[src/rtl/imm_enc.sv]
// imm_enc: splices an immediate into a base instruction word according to the
// selected format and queues the result in a 2-entry FIFO.
// The optional range checking is enabled with the macro IMM_ENC_RANGE_CHECK_EN.
// Without that macro, out_err and err_cnt are tied to zero.
module imm_enc (
   input  logic        clk,
   input  logic        rst,
   input  logic        in_valid,
   output logic        in_ready,
   input  logic [31:0] imm_val,
   input  logic [2:0]  imm_sel,
   input  logic [31:0] base_instr,
   output logic        out_valid,
   input  logic        out_ready,
   output logic [31:0] instr_out,
   output logic        out_err,
   output logic [7:0]  err_cnt
);

   logic [31:0] enc_instr;
   logic [31:0] mem_instr [0:1];
   logic        wr_ptr_reg;
   logic        rd_ptr_reg;
   logic [1:0]  count_reg;
   logic [1:0]  count_next;
   logic        ready_reg;
   logic        push;
   logic        pop;

   // Overwrite only the immediate field of the selected format; illegal selects pass the base through
   always_comb begin
      enc_instr = base_instr;
      case (imm_sel)
         3'b000: enc_instr[31:20] = imm_val[11:0];
         3'b001: enc_instr[24:20] = imm_val[4:0];
         3'b010: begin
            enc_instr[31:25] = imm_val[11:5];
            enc_instr[11:7]  = imm_val[4:0];
         end
         3'b011: begin
            enc_instr[31]    = imm_val[12];
            enc_instr[7]     = imm_val[11];
            enc_instr[30:25] = imm_val[10:5];
            enc_instr[11:8]  = imm_val[4:1];
         end
         3'b100: enc_instr[31:12] = imm_val[31:12];
         3'b101: begin
            enc_instr[31]    = imm_val[20];
            enc_instr[30:21] = imm_val[10:1];
            enc_instr[20]    = imm_val[11];
            enc_instr[19:12] = imm_val[19:12];
         end
         default: enc_instr = base_instr;
      endcase
   end

   // in_ready comes from a register, so push never depends on out_ready combinationally
   assign push       = in_valid & ready_reg;
   assign pop        = (count_reg != 2'd0) & out_ready;
   assign count_next = count_reg + {1'b0, push} - {1'b0, pop};

   // FIFO pointers, occupancy and the registered ready flag
   always_ff @(posedge clk or posedge rst) begin
      if (rst) begin
         count_reg  <= 2'd0;
         wr_ptr_reg <= 1'b0;
         rd_ptr_reg <= 1'b0;
         ready_reg  <= 1'b0;
      end else begin
         count_reg <= count_next;
         ready_reg <= (count_next != 2'd2);
         if (push) wr_ptr_reg <= ~wr_ptr_reg;
         if (pop)  rd_ptr_reg <= ~rd_ptr_reg;
      end
   end

   // Entry storage; contents are qualified by occupancy, so they need no reset
   always_ff @(posedge clk) begin
      if (push) mem_instr[wr_ptr_reg] <= enc_instr;
   end

   assign in_ready  = ready_reg;
   assign out_valid = (count_reg != 2'd0);
   assign instr_out = out_valid ? mem_instr[rd_ptr_reg] : 32'd0;

`ifdef IMM_ENC_RANGE_CHECK_EN
   logic       enc_err;
   logic       mem_err [0:1];
   logic [7:0] err_cnt_reg;

   // Flag immediates that the selected format cannot represent exactly
   always_comb begin
      enc_err = 1'b0;
      case (imm_sel)
         3'b000, 3'b010: enc_err = (imm_val[31:11] != {21{imm_val[11]}});
         3'b001:         enc_err = (imm_val[31:5] != 27'd0);
         3'b011:         enc_err = (imm_val[31:12] != {20{imm_val[12]}}) | imm_val[0];
         3'b100:         enc_err = (imm_val[11:0] != 12'd0);
         3'b101:         enc_err = (imm_val[31:20] != {12{imm_val[20]}}) | imm_val[0];
         default:        enc_err = 1'b1;
      endcase
   end

   // Error flag travels with its entry
   always_ff @(posedge clk) begin
      if (push) mem_err[wr_ptr_reg] <= enc_err;
   end

   // Saturating count of accepted errored requests
   always_ff @(posedge clk or posedge rst) begin
      if (rst) begin
         err_cnt_reg <= 8'd0;
      end else if (push && enc_err && (err_cnt_reg != 8'hFF)) begin
         err_cnt_reg <= err_cnt_reg + 8'd1;
      end
   end

   assign out_err = out_valid ? mem_err[rd_ptr_reg] : 1'b0;
   assign err_cnt = err_cnt_reg;
`else
   assign out_err = 1'b0;
   assign err_cnt = 8'd0;
`endif

endmodule

[config.mk]
export PLATFORM = sky130hd
export DESIGN_NAME = imm_enc
export DESIGN_NICKNAME = d
export VERILOG_FILES = /design/src/rtl/imm_enc.sv
export SDC_FILE = /design/constraint.sdc
export NUM_CORES = 1
export LEC_CHECK = 0
export ABC_AREA = 1
export BUFFER_PORTS_ARGS = -buffer_cell sky130_fd_sc_hd__buf_2
export CORE_UTILIZATION = 26
export CTS_BUF_LIST = sky130_fd_sc_hd__clkbuf_16
export CTS_CLUSTER_SIZE = 10
export DETAILED_ROUTE_END_ITERATION = 10
export PLACE_DENSITY_LB_ADDON = 0.12
export SYNTH_ARGS = -nofsm -noshare
export SYNTH_HDL_FRONTEND = slang
export SYNTH_SLANG_ARGS = --single-unit
[constraint.sdc]
create_clock -name clk -period 2.91 [get_ports clk]
set_clock_uncertainty 0.05 [all_clocks]
set_input_delay 0.873 -clock clk [delete_from_list [all_inputs] [get_ports clk]]
set_output_delay 0.873 -clock clk [all_outputs]
set_load 0.01 [all_outputs]
Word-level counts from Yosys, hierarchy flattened
Memories as Yosys holds them, arrays and structs flattened.
Index checks and enable logic that the tools add are counted.

storage, ports and cells
  memories = 1
  bits in registers = 5
  bits in writable memories = 64

memory list
  memory     depth  bits a word  read ports  clocked after Yosys merged registers in  write ports  line  source
  mem_instr  2      32           1           0                                        1            21    logic [31:0] mem_instr [0:1];

operators by class
  multiplexer cells = 7
  reductions and logical operators = 5
  bitwise operators = 4
  equal/unequal tests = 6
  add/sub/neg operators = 2

operators with widths
  operator                                       count
  two-way mux 32 bit                             1
  one-hot mux 7 bit (4 select lines)             1
  one-hot mux 5 bit (3 select lines)             1
  one-hot mux 5 bit (2 select lines)             1
  two-way mux 8 bit                              1
  == test 3 x 2 -> 1 bit, second input constant  2
  == test 3 bit, second input constant           2
  OR reduction 2 bit                             3
  == test 3 x 1 -> 1 bit, second input constant  1
  zero test 3 bit                                1
  adder 2 x 1 -> 2 bit                           1
  AND 1 bit                                      2
  two-way mux 1 bit                              2
  inequality test 2 bit, second input constant   1
  inverter 1 bit                                 2
  nonzero test 2 bit                             1
  subtractor 2 x 1 -> 2 bit                      1

Longest topological paths before layout
Gate-level depths: netlist of the first run.

  word-level depth = 4
  gate-level depth with buffers = 8
  gate-level depth less buffers = 8

Least setup slack after synthesis of the first run
Ideal clock, no wire load.

  path kind = input-to-reg
  from = input in_valid
  to = memory mem_instr[0][0] (enable)
  cell stages on the path = 2
  buffers on the path = 0
  library setup time = 0.421 ns
  required time = 2.439 ns
  arrival = 2.343 ns
  path slack = 0.096 ns
  cell sequence = nand2_1 > nor2_1

between the ends
  cells in the longest elaborated chain, start to end = 3

RTL lines
  what                                     line  source
  start, declared                          8     input logic in_valid,
  AND 1 bit                                58    assign push = in_valid & ready_reg;
  two-way mux 1 bit                        79    if (push) mem_instr[wr_ptr_reg] <= enc_instr;
  two-way mux 1 bit (not written as such)  79
  end, declared                            21

No other way between the ends.

Worst setup path in the final report of the first run
  from = register rd_ptr_reg
  to = output instr_out[31]

between the ends
  cells in the longest elaborated chain, start to end = 2

RTL lines
  what                    line  source
  start, declared         23    logic rd_ptr_reg;
  start signal, assigned  73    if (pop) rd_ptr_reg <= ~rd_ptr_reg;
  memory (2 x 32 bit)     -
  two-way mux 32 bit      84    assign instr_out = out_valid ? mem_instr[rd_ptr_reg] : 32'd0;
  end, declared           15    output logic [31:0] instr_out,

No other way between the ends.

==> run_results.csv, run 1 <==
group,metric,value,unit
run_status,outcome,"completed",
synthesis,ys_ff_latch,69,
die,die_w,115,um
synthesis,ys_types,24,
timing,rsz0062_at_grt,"no",
placed_design,dpl.hpwl,6000,um
worst_setup_path,startpoint_type,"flip-flop",
worst_setup_path,reg2reg_slack,0.76,ns
route,drtPass1Iterations,4,
route,vias_per_cell,4.24,
die,fp.dieH,115,um
worst_setup_path,crit_path_top_delay_cell,"dfrtp_1",
worst_setup_path,cp_max_fo,32,
worst_setup_path,r2r_end,"count_reg[1]",
timing,finalHoldViolations,0,
finish,fin_area,4300,um^2
synthesis,synth-adder-area-share,0.00757,
synthesis,syn_area,3310,um^2
finish,largest_reg_flops,64,
timing,fin_setup_tns,0,ns
grt,grt_usage,0.143,
clock_tree,clk_pin_slew,0.06,ns
worst_setup_path,cp_data_arrival_time,1.58,ns
route,drc,0,
clock_tree,cts_tree,"yes",
power,p_per_area,930,nW/um^2
route,drt_first_iter_violations,77,
route,antenna_left,0,
clock_tree,h-tree-depth,3,
clock_tree,cts_setup_buffers,0,
clock_tree,holdBufCountCts,0,
timing,min_period,2.51,ns
finish,drive_gt1_frac,0.296,
die,die_area,13200,um^2
synthesis,synth_simple_gate_area_frac,0.219,
timing,finalCritPeriodShare,0.861,
finish,layout.nets,518,
job,cap_viol_max_count,0,
synthesis,synth_area_leader_cell,"edfxtp_1",
clock_tree,clk_path_buf_depth,2,
timing,slew_headroom,0.663,
die,initial_core_util,0.271,
die,row_count,40,
synthesis,synth_mux_area_frac,0,
worst_setup_path,path_cells,"inv_1 -> buf_4 -> nand2_1 -> a21oi_1 -> buf_2",
clock_tree,cts-buffers-inserted,9,
route,routed_wl,8960,um
synthesis,synth_top_family_by_area,"simple AND/OR/NAND/NOR gates",
worst_setup_path,cp_data_required_time,1.99,ns
timing,slew_viol_final,0,
finish,antenna_cells,0,
route,wl_per_cell,14.5,um
finish,fillCellCount,1320,
grt,grt_pass1_wl,13800,um
clock_tree,root_buffer,"clkbuf_16",
synthesis,synthXorXnorAreaFrac,0.0106,
clock_tree,insertion_delay,0.32,ns
finish,syn_to_final_growth,30.1,%
worst_hold_path,hold_class,"in2async",
worst_setup_path,crit_type,"reg2out",
route,vias,2622,
timing,setup_viol,0,
worst_setup_path,slowest_delay,0.37,ns
synthesis,synth_cells,342,
clock_tree,cts.sink_count,69,
synthesis,yosysWarnings,0,
power,p_leak,1.90,nW
grt,grt_max_degree,34,
synthesis,avgSynthCellArea,9.67,um^2
synthesis,synth_seq_area_share,0.619,
clock_tree,cts.repair.resized,0,
placed_design,port_buffers,104,
die,ios,114,
synthesis,synth_compound_area_frac,0.0749,
grt,grt_pass1_vias,2564,
timing,fmax,0.399,GHz
worst_setup_path,rr_startpoint,"count_reg[1]",
placed_design,dpl_cell_area,3990,um^2
placed_design,gp_congestion,0.814,
grt,grt.overflow.total,0,
grt,antenna_found_initial,0,
die,core-area,12200,um^2
synthesis,synthTopCellsByArea,"edfxtp_1 (58%), nand2_1 (15%), a21oi_1 (5.3%)",
worst_setup_path,worstSetupEndpointType,"output port",
power,ir_worst_vdd,0.265,mV
synthesis,yosys.area.top_type_share,0.581,
worst_setup_path,reg2regPathDepth,9,
timing,max_slew.worst_pin.slew,0.506,ns
-- cells in the final DEF (no fill, tap or decap) --
cell | synthesis | layout
clkinvlp_4 | 0 | 1
a21oi_1 | 35 | 35
nor2_1 | 17 | 14
inv_2 | 2 | 2
dfrtp_1 | 5 | 5
inv_6 | 0 | 1
inv_4 | 1 | 1
nand3b_1 | 1 | 1
clkinv_1 | 0 | 2
xor2_1 | 3 | 3
buf_4 | 12 | 4
inv_1 | 15 | 15
clkbuf_16 | 0 | 9
o21ai_0 | 6 | 6
nand3_1 | 19 | 19
nand2_1 | 131 | 131
conb_1 | 1 | 9
bufinv_16 | 0 | 2
and2_1 | 1 | 1
nand4_1 | 6 | 6
o21bai_1 | 3 | 3
o21bai_2 | 1 | 1
edfxtp_1 | 64 | 64
o21ai_2 | 1 | 1
nor2_4 | 2 | 5
buf_12 | 0 | 1
ha_1 | 2 | 2
xnor2_1 | 1 | 1
buf_2 | 11 | 104
clkinv_2 | 0 | 1
-- layer usage --
layer  global-route usage  vias to the layer above  wire length, um
met1                0.194                     1190             4170
met2                0.226                       88             4190
met5                    0                        -                0
met3               0.0322                       11              463
li1                     -                     1333                -
met4               0.0485                        0              137
-- kinds of logic (layout without fill, tap and decap cells) --
logic type,after synthesis,count (layout)
AOI/OAI and AO/OA,46,46
xor gates and xnor gates,4,4
adders and majority gates,2,2
buffers and inverters,43,143
DFF,69,69
other,1,9
and+or+nand+nor,177,177
-- where the power goes --
| part | switching, mW | internal (mW) | total (mW) |
|---|---|---|---|
| clock network | 0.399 | 0.745 | 1.14 |
| registers | 0.0648 | 1.36 | 1.42 |
| logic | 0.933 | 0.499 | 1.43 |
| total | 1.40 | 2.60 | 4.00 |
-- cell type report --
cell class	count	area, um^2	area share
inverter	18	70.1	0.0163
timing repair buffer	109	571	0.133
sequential	69	2050	0.476
clock inverter	7	88.8	0.0207
tap	168	210	0.0489
multi-input combinational	238	1090	0.253
clock buffer	9	225	0.0524
-- cell usage after synthesis (all sizes together) --
master / n
clkbuf: 2
buf: 23
a21oi: 35
conb: 1
and2: 1
nand3b: 1
xor2: 3
nor2: 19
ha: 2
xnor2: 1
o21bai: 4
nand4: 6
dfrtp: 5
nand3: 19
edfxtp: 64
nand2: 131
inv: 18
o21ai: 7
-- stage by stage --
stage | power (mW) | util | std cells | hold WS [ns] | worst slack, ns
final | 4.00 | 0.352 | 618 | 0.385 | 0.404
after global routing | 4.29 | 0.352 | 618 | 0.398 | 0.241
after CTS | 4.09 | 0.352 | 618 | 0.388 | 0.360
after detailed placement | 2.93 | 0.326 | 602 | 0.549 | 0.568
after global placement | 2.91 | 0.326 | 602 | 0.524 | 0.619
after floorplan | 2.28 | - | 350 | 0.443 | 0.0959
-- worst max path at each step --
| stage | startpoint | end | slack, ns | depth (start not counted) |
|---|---|---|---|---|
| floorplan | in_valid | mem_instr[0][0] | 0.1 | 2 |
| global placement | imm_sel[2] | mem_instr[0][28] | 0.62 | 6 |
| detailed placement | imm_sel[1] | mem_instr[1][31] | 0.57 | 6 |
| CTS | rd_ptr_reg | instr_out[23] | 0.36 | 5 |
| global route | rd_ptr_reg | instr_out[31] | 0.24 | 5 |
| finish | rd_ptr_reg | instr_out[31] | 0.40 | 5 |
-- worst max-delay path: cells and delay by family, from the launching register on --
family          cells  cell delay, ns
buf+inv             3            0.58
flops               1            0.37
compound gates      1            0.20
simple gates        1            0.09
(Power assumes the default switching activity.)
==> run 2, diff against run 1 <==
- REMOVE_ABC_BUFFERS: default -> 1
- SLEW_MARGIN: default -> 20
==> run 2 against run 1 <==
Compared with the run above:
- register-to-register slack got worse by 0.02 ns
- worst hold slack improved by 0.010 ns
- non-clock buffer count rose by 3
- clock-buffer cell count did not move
- via count fell by 0.15%
- global-route usage fell by 0.18 points
- total power rose by 3.6%
==> run_results.csv, run 2 (synthesis results as in run 1) <==
group,metric,value,unit
worst_setup_path,path_cells,"nor2_4 -> buf_12 -> a21oi_1 -> buf_2",
route,drt_first_iter_violations,98,
finish,layout_commonest_cell,"nand2_1",
placed_design,port_buffers,104,
timing,slew_viol_final,0,
clock_tree,insertion_delay,0.32,ns
worst_setup_path,cp_max_fo,22,
route,routed_wl,8720,um
worst_setup_path,cp_top_family,"flip-flops",
die,row_count,40,
clock_tree,h-tree-depth,3,
clock_tree,clk_path_buf_depth,2,
timing,fin_setup_tns,0,ns
finish,antenna_cells,0,
power,p_per_area,947,nW/um^2
grt,met3_usage,0.0295,
die,ios,114,
route,wl_per_cell,14.1,um
worst_setup_path,slowest_delay,0.42,ns
die,die_w,115,um
grt,top_usage_layer,"met2",
timing,min_period,2.50,ns
grt,grt.overflow.total,0,
finish,fillCellCount,1297,
timing,finalCritPeriodShare,0.860,
grt,antenna_found_initial,0,
clock_tree,holdBufCountCts,0,
placed_design,gp_congestion,0.751,
grt,met1_usage,0.180,
die,fp.dieH,115,um
grt,grt_pass1_wl,13600,um
route,drc,0,
worst_hold_path,hold_class,"in2async",
finish,drive_gt1_frac,0.303,
clock_tree,clk_pin_slew,0.06,ns
grt,use_met2,0.236,
finish,layout.nets,521,
route,vias_per_cell,4.22,
route,vias,2618,
worst_setup_path,startpoint_type,"flip-flop",
worst_setup_path,cp_data_arrival_time,1.58,ns
die,die_area,13200,um^2
clock_tree,cts_setup_buffers,0,
clock_tree,cts_tree,"yes",
finish,final_cell_mix,"nand2_1 (131), buf_2 (104), edfxtp_1 (64)",
timing,fmax,0.400,GHz
route,drtPass1Iterations,4,
timing,setup_viol,0,
clock_tree,cts.repair.resized,0,
clock_tree,cts-buffers-inserted,9,
placed_design,dpl.hpwl,6260,um
finish,largest_reg_flops,64,
worst_setup_path,worstSetupEndpointType,"output port",
finish,fin_util,0.358,
clock_tree,root_buffer,"clkbuf_16",
timing,rsz0062_at_grt,"no",
worst_setup_path,cp_data_required_time,1.99,ns
die,core-area,12200,um^2
clock_tree,cts.sink_count,69,
worst_setup_path,critPathBufInv,2,
grt,grt_max_degree,23,
grt,grt_pass1_vias,2597,
worst_setup_path,crit_type,"reg2out",
grt,grt_usage,0.141,
die,initial_core_util,0.271,
job,cap_viol_max_count,0,
run_status,outcome,"completed",
power,ir_worst_vdd,0.305,mV
timing,finalHoldViolations,0,
power,p_leak,1.94,nW
route,antenna_left,0,
finish,syn_to_final_growth,32.2,%
worst_setup_path,crit_path_top_delay_cell,"dfrtp_1",
## run 2: area by class of cell
class | instances | area [um^2] | share of cell area
clock buffer | 9 | 225 | 0.0515
clock inverter | 6 | 113 | 0.0258
inverter | 18 | 70.1 | 0.0160
multi-input combinational | 238 | 1090 | 0.249
sequential | 69 | 2050 | 0.468
tap | 168 | 210 | 0.0481
timing repair buffer | 112 | 618 | 0.141
## run 2: worst register-to-register path: stages, from the launching register on
cell	delay [ns]
dfrtp_1	0.42
nor2_4	0.36
buf_12	0.24
nor2_1	0.10
ha_1	0.27
inv_1	0.06
ha_1	0.18
xor2_1	0.17
nand2_1	0.08
and2_1	0.14
## run 2: worst paths after layout
kind | from | end | slack (ns) | cells after the start
max in group asynchronous | rst | count_reg[1] | 2.23 | 2
worst max register to register | count_reg[1] | count_reg[1] | 0.74 | 9
worst min register to register | count_reg[0] | count_reg[0] | 0.54 | 1
worst min-delay path | rst | in_ready | 0.39 | 2
worst max-delay path | count_reg[1] | instr_out[26] | 0.41 | 4
min in group clk | count_reg[0] | count_reg[0] | 0.54 | 1
## run 2: power by group
group          internal, mW  leakage [nW]  switching, mW
Combinational         0.547          1.12          0.944
Sequential             1.35         0.651         0.0698
Clock                 0.833         0.165          0.394
## run 2: per-layer routing
metal	share of wire	vias to the layer above	routed length, um
met1	0.47	1202	4080
li1	-	1336	-
met4	0.011	0	98
met5	0	-	0
met2	0.48	74	4170
met3	0.042	6	368
## run 2: through the flow
step	power [mW]	setup slack (ns)	instances	hold slack [ns]	instance area, um^2
floorplan	2.21	0.0959	325	0.443	3180
global placement	2.97	0.638	605	0.526	4030
detailed placement	2.98	0.569	605	0.533	4030
CTS	4.22	0.347	620	0.391	4370
global route	4.40	0.316	620	0.415	4370
finish	4.14	0.408	620	0.395	4370
==> run 3, diff against run 2 <==
- CELL_PAD_IN_SITES_DETAIL_PLACEMENT: default -> 1
- CELL_PAD_IN_SITES_GLOBAL_PLACEMENT: default -> 2
==> run 3 against run 2 <==
Compared with the run above:
- clock-buffer cell count unchanged
- largest cell class unchanged
- largest power group unchanged
- worst setup slack worse by 0.11 ns
- design area down 2.1%
==> run_results.csv, run 3 (synthesis results as in run 1) <==
group,metric,value,unit
run_status,outcome,"completed",
timing,fmax,0.382,GHz
timing,slew_headroom,0.652,
power,p_per_area,899,nW/um^2
finish,fin_cells,616,
worst_setup_path,slowest_delay,0.37,ns
die,core-area,12200,um^2
grt,grt.overflow.total,0,
timing,min_period,2.62,ns
clock_tree,cts.sink_count,69,
die,die_area,13200,um^2
finish,final_cell_mix,"nand2_1 (131), buf_2 (104), edfxtp_1 (64)",
grt,antenna_found_initial,0,
clock_tree,insertion_delay,0.32,ns
worst_setup_path,cp_data_arrival_time,1.69,ns
clock_tree,holdBufCountCts,0,
worst_setup_path,worstSetupEndpointType,"output port",
worst_setup_path,cp_max_fo,22,
power,ir_worst_vdd,0.300,mV
finish,antenna_cells,0,
route,antenna_left,0,
timing,finalHoldViolations,0,
worst_setup_path,crit_path_top_delay_cell,"dfrtp_1",
clock_tree,cts_setup_buffers,0,
timing,rsz0062_at_grt,"no",
route,vias,2661,
clock_tree,clk_path_buf_depth,2,
finish,syn_to_final_growth,29.4,%
timing,slew_viol_final,0,
grt,grt_max_degree,35,
clock_tree,clk_pin_slew,0.05,ns
die,die_w,115,um
power,p_leak,1.90,nW
timing,finalCritPeriodShare,0.899,
timing,fin_setup_tns,0,ns
worst_hold_path,hold_class,"in2async",
grt,grt_usage,0.142,
placed_design,gp_congestion,0.749,
timing,setup_viol,0,
worst_setup_path,critPathLaunch,"rd_ptr_reg",
clock_tree,h-tree-depth,3,
worst_setup_path,startpoint_type,"flip-flop",
placed_design,dpl.hpwl,6250,um
route,drc,0,
die,row_count,40,
timing,hold_ws,0.398,ns
timing,max_slew.worst_pin.slew,0.520,ns
finish,layout_commonest_cell,"nand2_1",
route,routed_wl,8610,um
power,total_power,3.85,mW
route,drtPass1Iterations,4,
placed_design,port_buffers,104,
grt,grt_pass1_wl,14000,um
finish,layout.nets,518,
finish,drive_gt1_frac,0.290,
finish,largest_reg_flops,64,
route,wl_per_cell,14.0,um
worst_setup_path,path_cells,"inv_1 -> buf_12 -> nand2_1 -> a21oi_1 -> buf_2",
clock_tree,cts_tree,"yes",
die,fp.dieH,115,um
die,ios,114,
worst_setup_path,cp_data_required_time,1.99,ns
worst_setup_path,rr_startpoint,"count_reg[1]",
route,vias_per_cell,4.32,
clock_tree,cts.repair.resized,0,
worst_setup_path,crit_type,"reg2out",
grt,grt_pass1_vias,2768,
job,cap_viol_max_count,0,
clock_tree,root_buffer,"clkbuf_16",
placed_design,dp_cells,602,
finish,fin_util,0.350,
clock_tree,cts-buffers-inserted,9,
die,initial_core_util,0.271,
route,drt_first_iter_violations,76,
[run 3: cell count changes in the layout (fill, tap and decap cells not counted), sizes merged]
cell    change
buf         -3
bufinv      -2
inv         +2
clkinv      -1
[run 3: per-layer routing]
metal | up-vias | global-route usage | share of wire
met1 | 1224 | 0.189 | 0.47
met5 | - | 0 | 0
met2 | 87 | 0.225 | 0.46
met4 | 0 | 0.0710 | 0.018
li1 | 1338 | - | -
met3 | 12 | 0.0242 | 0.055
[run 3: final cells by class]
type / count / area (um^2)
sequential: 69 / 2050
multi-input combinational: 238 / 1080
clock buffer: 9 / 225
inverter: 18 / 70.1
timing repair buffer: 109 / 596
clock inverter: 5 / 46.3
fill: 1464 / 7930
tap: 168 / 210
[run 3: stage by stage]
| stage | setup slack (ns) | area [um^2] |
|---|---|---|
| 2_1_floorplan | 0.0959 | 3180 |
| 3_3_place_gp | 0.588 | 4010 |
| 3_5_place_dp | 0.529 | 4010 |
| 4_1_cts | 0.252 | 4280 |
| 5_1_grt | 0.159 | 4280 |
| 6_report | 0.294 | 4280 |
[run 3: worst paths after layout]
path,to,slack [ns],cells past startpoint
max,instr_out[24],0.29,5
min,in_ready,0.40,2
max reg2reg,count_reg[1],0.82,9
min reg2reg,count_reg[0],0.50,1
max in group asynchronous,wr_ptr_reg,2.23,2
min in group clk,count_reg[0],0.50,1
[run 3: critical path: cells and delay by family (launching register included)]
| family | cells | cell delay, ns |
|---|---|---|
| AOI/OAI and AO/OA | 1 | 0.19 |
| DFF | 1 | 0.37 |
| and+or+nand+nor | 1 | 0.06 |
| buffers and inverters | 3 | 0.73 |
[run 3: power breakdown]
group / switching (mW) / total (mW) / internal (mW)
logic: 0.923 / 1.44 / 0.519
registers: 0.0637 / 1.42 / 1.36
clock network: 0.345 / 0.986 / 0.641
total: 1.33 / 3.85 / 2.52
